--- config.mk ---
export PLATFORM = sky130hd
export DESIGN_NAME = controller_tpu_to_bram_param
export DESIGN_NICKNAME = d
export VERILOG_FILES = /design/src/rtl/controller_tpu_to_bram_param.sv
export SDC_FILE = /design/constraint.sdc
export NUM_CORES = 1
export LEC_CHECK = 0
export ABC_CLOCK_PERIOD_IN_PS = 7200
export CAP_MARGIN = 30
export CELL_PAD_IN_SITES_DETAIL_PLACEMENT = 0
export CELL_PAD_IN_SITES_GLOBAL_PLACEMENT = 1
export CORE_ASPECT_RATIO = 1.4
export CORE_MARGIN = 2
export CORE_UTILIZATION = 40
export DETAILED_ROUTE_END_ITERATION = 8
export GPL_TIMING_DRIVEN = 1
export PLACE_DENSITY_LB_ADDON = 0.1
export SLEW_MARGIN = 20
export SYNTH_ARGS = -nofsm -noshare
export SYNTH_HDL_FRONTEND = slang
export SYNTH_SLANG_ARGS = --single-unit
--- constraint.sdc ---
create_clock -name clk -period 7.2 [get_ports clk]
set_input_delay 1.08 -clock clk [delete_from_list [all_inputs] [get_ports clk]]
set_output_delay 1.08 -clock clk [all_outputs]
set_load 0.005 [all_outputs]
--- src/rtl/controller_tpu_to_bram_param.sv ---
// TPU->BRAM write controller: snapshots the N*N result matrix on a rising done edge and
// streams it into a single-port BRAM as packed words, optionally alternating between two banks.
module controller_tpu_to_bram_param #(
  parameter int DATA_W    = 8,
  parameter int N         = 4,
  parameter int EPW       = 4,
  parameter int ADDR_W    = 4,
  parameter int BASE_ADDR = 0,
  parameter int PINGPONG  = 0
) (
  input  logic                       clk,
  input  logic                       rst,
  input  logic [N*N*DATA_W-1:0]      data_from_TPU,
  input  logic                       done,
  output logic                       ena,
  output logic                       wea,
  output logic [ADDR_W-1:0]          addra,
  output logic [EPW*DATA_W-1:0]      dina,
  output logic                       done_writing,
  output logic                       busy,
  output logic                       bank,
  output logic                       overrun
);

  localparam int NUM_ELEMS = N * N;
  localparam int NUM_WORDS = (NUM_ELEMS + EPW - 1) / EPW;
  localparam int WORD_W    = EPW * DATA_W;
  localparam int MAT_W     = NUM_ELEMS * DATA_W;
  localparam int CNT_W     = $clog2(NUM_WORDS + 1);

  localparam logic [ADDR_W-1:0] BANK0_BASE = ADDR_W'(BASE_ADDR);
  localparam logic [ADDR_W-1:0] BANK1_BASE = ADDR_W'(BASE_ADDR + NUM_WORDS);
  localparam logic [CNT_W-1:0]  LAST_CNT   = CNT_W'(NUM_WORDS);

  typedef enum logic [1:0] {IDLE, WRITE, FIN} state_t;

  state_t             state;
  logic               done_q;
  logic               start;
  logic [MAT_W-1:0]   snap;
  logic [CNT_W-1:0]   wcnt;
  logic [ADDR_W-1:0]  base;
  logic [ADDR_W-1:0]  base_sel;
  logic               next_bank;
  logic               cur_bank;

  // Lowest-index element lands in the LSBs; lanes past the last element stay zero.
  function automatic logic [WORD_W-1:0] pack_word(input logic [MAT_W-1:0] m,
                                                  input logic [CNT_W-1:0] w);
    logic [WORD_W-1:0] r;
    int idx;
    r = '0;
    for (int l = 0; l < EPW; l++) begin
      idx = int'(w) * EPW + l;
      if (idx < NUM_ELEMS)
        r[l*DATA_W +: DATA_W] = m[idx*DATA_W +: DATA_W];
    end
    return r;
  endfunction

  assign start    = done & ~done_q;
  assign base_sel = next_bank ? BANK1_BASE : BANK0_BASE;

  // Word 0 is issued on the start edge straight from the live input (identical to the
  // snapshot being captured), so the remaining words follow from the snapshot.
  always_ff @(posedge clk) begin
    if (rst) begin
      state        <= IDLE;
      done_q       <= 1'b0;
      snap         <= '0;
      wcnt         <= '0;
      base         <= '0;
      next_bank    <= 1'b0;
      cur_bank     <= 1'b0;
      ena          <= 1'b0;
      wea          <= 1'b0;
      addra        <= '0;
      dina         <= '0;
      done_writing <= 1'b0;
      busy         <= 1'b0;
      bank         <= 1'b0;
      overrun      <= 1'b0;
    end else begin
      done_q <= done;
      case (state)
        IDLE: begin
          ena          <= 1'b0;
          wea          <= 1'b0;
          done_writing <= 1'b0;
          if (start) begin
            snap     <= data_from_TPU;
            base     <= base_sel;
            cur_bank <= next_bank;
            ena      <= 1'b1;
            wea      <= 1'b1;
            addra    <= base_sel;
            dina     <= pack_word(data_from_TPU, '0);
            wcnt     <= CNT_W'(1);
            busy     <= 1'b1;
            state    <= WRITE;
          end
        end
        WRITE: begin
          if (start)
            overrun <= 1'b1;
          if (wcnt == LAST_CNT) begin
            ena          <= 1'b0;
            wea          <= 1'b0;
            done_writing <= 1'b1;
            bank         <= cur_bank;
            if (PINGPONG != 0)
              next_bank <= ~next_bank;
            state        <= FIN;
          end else begin
            addra <= base + ADDR_W'(wcnt);
            dina  <= pack_word(snap, wcnt);
            wcnt  <= wcnt + CNT_W'(1);
          end
        end
        FIN: begin
          // A start landing on the FIN->IDLE edge still counts as arriving while busy.
          if (start)
            overrun <= 1'b1;
          done_writing <= 1'b0;
          busy         <= 1'b0;
          state        <= IDLE;
        end
        default: state <= IDLE;
      endcase
    end
  end

endmodule

# ---- After elaboration in Yosys (flattened, before gate mapping)
# Cells that the tools add are included.
dict set report word_totals {
  elab_cells 66
  input_bits 131
  register_bits 174
  output_inout_bits 42
}
dict set report classes {
  n_bitwise 2
  muxes 23
  shifts 4
  n_eq_ne 6
  n_lt_le_gt_ge 4
  n_reduce_logical 13
  addsub 4
}
# cell count
set ops {}
lappend ops {{$shiftx A128 B10 Y8} 3}
lappend ops {{$shiftx A128 B9 Y8} 1}
lappend ops {{$mux W32} 2}
lappend ops {{$pmux W32 S2} 1}
lappend ops {{$mux W8} 4}
lappend ops {{$lt A6 B5 Y1 const B} 3}
lappend ops {{$add A5 B2 Y6 const B} 2}
lappend ops {{$reduce_and A2 Y1} 6}
lappend ops {{$mux W4} 2}
lappend ops {{$pmux W4 S2} 1}
lappend ops {{$add A5 B1 Y6 const B} 1}
lappend ops {{$mux W3} 2}
lappend ops {{$ne A2 B2 Y1 const B} 3}
lappend ops {{$pmux W1 S2} 3}
lappend ops {{$pmux W3 S2} 1}
lappend ops {{$reduce_bool A2 Y1} 3}
lappend ops {{$lt A5 B5 Y1 const B} 1}
lappend ops {{$mux W1} 4}
lappend ops {{$mux W2} 2}
lappend ops {{$pmux W2 S2} 1}
lappend ops {{$reduce_or A2 Y1} 2}
lappend ops {{$add A3 B1 Y3 const B} 1}
lappend ops {{$eq A3 B3 Y1 const B} 1}
lappend ops {{$reduce_and A3 Y1} 1}
lappend ops {{5 further kinds} 5}

# ---- Longest topological paths before layout
dict set report logic_depth {
  word_depth 5
  ltp_mapped 10
  ltp_nobuf 6
}

# ---- Worst setup path before layout
# Ideal clock, no wire load.
dict set report synth_timing {
  kind {register to register}
  from {register wcnt[1]}
  to {register dina[21]}
  t_arrival_ps 2281
  period_less_slack_ps 2402
  setup_slack_ps 4798
  path_stages_with_launch 11
  cell_sequence {dfxtp_1 buf_4 buf_2 buf_2 inv_1 ha_1 and3_1 a211oi_4 nor2_2 buf_6 a221o_1}
}
dict set report synth_between {
  elab_chain_cells 5
}
# item line
set synth_lines {}
lappend synth_lines {{from (decl)} 41} ;# logic [CNT_W-1:0] wcnt;
lappend synth_lines {{from (signal assigned)} 117} ;# wcnt <= wcnt + CNT_W'(1);
lappend synth_lines {{$add A5 B2 Y6} 54} ;# idx = int'(w) * EPW + l;
lappend synth_lines {{$shiftx A128 B10 Y8 / $lt A6 B5 Y1 (equally long branches)} {56, 55}}
lappend synth_lines {{$mux W8} 55} ;# if (idx < NUM_ELEMS)
lappend synth_lines {{$mux W32} 106} ;# if (wcnt == LAST_CNT) begin
lappend synth_lines {{$pmux W32 S2} 85} ;# case (state)
lappend synth_lines {{to (signal assigned)} 97} ;# dina <= pack_word(data_from_TPU, '0);
lappend synth_lines {{to (signal assigned)} 116} ;# dina <= pack_word(snap, wcnt);
lappend synth_lines {{to (decl)} 18} ;# output logic [EPW*DATA_W-1:0] dina,
# Several ways; a longest one is shown, not always the timed one. The select of a mux whose other input is x is not followed.
# A chain may end at the register's enable or synchronous reset.

# ---- Worst setup path in the final report
dict set report layout_timing {
  from {input port done}
  to {register snap[105]}
}
dict set report layout_between {
  elab_chain_cells 2
}
# item line
set layout_lines {}
lappend layout_lines {{from (decl)} 14} ;# input logic done,
lappend layout_lines {{$and A1 B1 Y1} 61} ;# assign start = done & ~done_q;
lappend layout_lines {{$reduce_and A2 Y1 (no line)} -}
lappend layout_lines {{to (signal assigned)} 91} ;# snap <= data_from_TPU;
lappend layout_lines {{to (decl)} 40} ;# logic [MAT_W-1:0] snap;
# Every way passes these cells.

==> out/results.txt <==
Tmin final: 2.92 ns
CTS tree: built
R2R setup slack: 4.67 ns
Post-DRT Antenna Nets: 0
Final period util: 40.5%
Primary FF master, synth: dfxtp_1
DR pass1 iterations: 4
CP most frequent cell: buf_12
Core area: 0.0175 mm²
Initial antenna violation count: 0
Maximum vdd drop: 0.000149 V
Slowest stage cell, crit path: nor2_4
Final #Nets: 1097
Crit-path cells: clkdlybuf4s50_1, nand2b_1, nor2_4, buf_12, buf_12, nand2_1, a21oi_1
Outcome: finished clean
Logic pwr share: 18.1%
Synth top area cells: dfxtp_1 (48%), nand2_1 (14%), a21oi_1 (10%)
FF-to-FF End: snap[101]
Worst setup SP type: input pin
Number of global-route vias before repair: 6139
End of the critical path: snap[105]
# IOs: 173
Register share of total power: 44.1%
Hold_buf cts: 0
P_sw: 0.657 mW
Total track usage: 20.9%
Final core utilization: 55.1%
Netlist cell types: 36
Count of final setup violators: 0
CTS Sinks: 173
Internal: 1.82 mW
Cell Rows: 57
Max-cap violation count: 0
# diodes: 0
TritonCTS buffer count: 17
Worst-path fanout max: 79
Post-synthesis area per instance: 8.69 µm²
Worst skew pair latency: 0.43 ns
Sw Share: 26.6%
Starting Density: 41.0%
Layout cells sized above 1: 8.94%
Pwr/cell area: 257 mW/mm²
Maximum number of pins on one net before global-route repair: 80
Max Clk Rate: 343 MHz
Min-delay worst type: flop to flop
Synth async-reset ratio: 0%
RSZ-0062 raised after global routing: no
RePlAce Congestion: 0.805
Reg-to-Reg Start: state[0]
Crit path DAT: 3.27 ns
PostCTS Resize Cnt: 0
Max-slew headroom: 37.9%
Syn Std Cell Area: 0.00717 mm²
Crit end category: flop
Top cells by count, synth: nand2_1 (261), dfxtp_1 (173), a21oi_1 (148)
Hold wc startpoint: snap[83]
Most common cell in the synthesized netlist: nand2_1
Yosys warns: 0
Leak: 3.44 nW
Synthesis-stage register bit count: 173
CTS clk-pin slew, worst paths: 0.06 ns
CP startpoint: done
DRT iter0 DRCs: 354
Die Y: 162 µm
Synth area leader: dfxtp_1
Slew Limit Fails: 0
Setup TNS: 0 ns
Max clock buf depth: 2
Avg Vias per Cell: 5.13
Chip width: 117 µm
Post-synth EDFFs: 0
Register area share after synthesis: 48.3%
Clock Power Share: 37.8%
Worst Tran Pin Value: 0.932 ns
Crit Path Category: input pin to flop
Reg2reg path depth: 6
Global-route wire length before repair: 30700 µm
Slowest cell delay on critical path: 0.51 ns
Top-area cell type share of the netlist area: 48.3%
Final hold violations: 0
WL per Instance: 16.3 µm
CTS root buf: clkbuf_16
Remaining DRCs: 0
Die ar.: 0.0190 mm²
CP required: 7.55 ns
Deepest level of the CTS H-tree: 4
Via count: 6203
Hpwl dp: 13100 µm
Post-synthesis cell count: 825
Buffers on Ports: 170
DRT Wirelength: 19700 µm
Post-CTS repair timing setup buffer count: 0
Area growth, synth to finish: 34.2%
Total grt overflow: 0
Worst Skew: 0.0106 ns
[per-stage QoR]
step / power (mW) / cells / hold WS [ns] / cell area [µm²] / setup WS (ns)
2_1_floorplan: 1.35 / 826 / 0.433 / 7170 / 4.80
3_3_place_gp: 1.54 / 1170 / 0.439 / 8910 / 3.58
3_5_place_dp: 1.56 / 1176 / 0.445 / 9000 / 3.82
4_1_cts: 2.49 / 1208 / 0.454 / 9600 / 4.28
5_1_grt: 2.58 / 1209 / 0.463 / 9620 / 4.12
6_report: 2.47 / 1209 / 0.452 / 9620 / 4.28
[logic make-up after synthesis]
kind of cell,synth area share [%]
simple gates,18.1
compound gates,17.5
flops,48.3
buf+inv,4.99
mux,9.97
fa+ha+maj,1.05
other cells,0.0523
[flip-flops by register name (all words and copies together) (netlist names)]
signal,flops
done_writing,1
overrun,1
wea,1
state,2
wcnt,3
dina,32
busy,1
done_q,1
addra,3
snap,128
[placed cells by master (no fill, tap or decap), types with 14 or more instances in the layout]
| cell | count |
|---|---|
| nand2_1 | 260 |
| dfxtp_1 | 171 |
| clkdlybuf4s50_1 | 169 |
| a21oi_1 | 148 |
| nor2b_1 | 21 |
| nor2_1 | 21 |
| mux4_2 | 19 |
| a221o_1 | 19 |
| clkbuf_16 | 17 |
| mux2i_1 | 14 |
| a221oi_1 | 14 |
[critical path: cells and delay by family]
kind,cells,cell delay [ns]
buf+inv,3,1.07
simple gates,3,0.92
compound gates,1,0.15
[worst min path at each step]
stage               slack, ns        end  depth (start not counted)
global placement         0.44   snap[55]                          2
CTS                      0.45  snap[110]                          2
finish                   0.45   snap[83]                          2
floorplan                0.43   snap[64]                          2
global route             0.46  snap[110]                          2
detailed placement       0.44  snap[122]                          2
[per-layer routing]
layer	track usage (%)	wire length, µm	vias up	share of wire [%]
met1	24.3	8080	2926	41
met2	36.1	10100	162	51
li1	-	-	3084	-
met5	0	0	-	0
met3	5.43	981	31	5.0
met4	8.40	487	0	2.5
[power groups by stage]
stage / logic, mW / clock network (mW) / registers (mW)
6_report: 0.447 / 0.935 / 1.09
5_1_grt: 0.490 / 0.990 / 1.10
4_1_cts: 0.439 / 0.950 / 1.10
3_5_place_dp: 0.437 / 0 / 1.12
3_3_place_gp: 0.421 / 0 / 1.12
2_1_floorplan: 0.259 / 0 / 1.09
[cell type report]
cell class	count	area (µm²)
Sequential cell	173	3470
Tap cell	236	295
Clock inverter	14	170
Timing Repair Buffer	182	1870
Inverter	7	26.3
Clock buffer	18	429
Multi-Input combinational cell	579	3370
Fill cell	1599	7850
(Power assumes the default switching activity.)
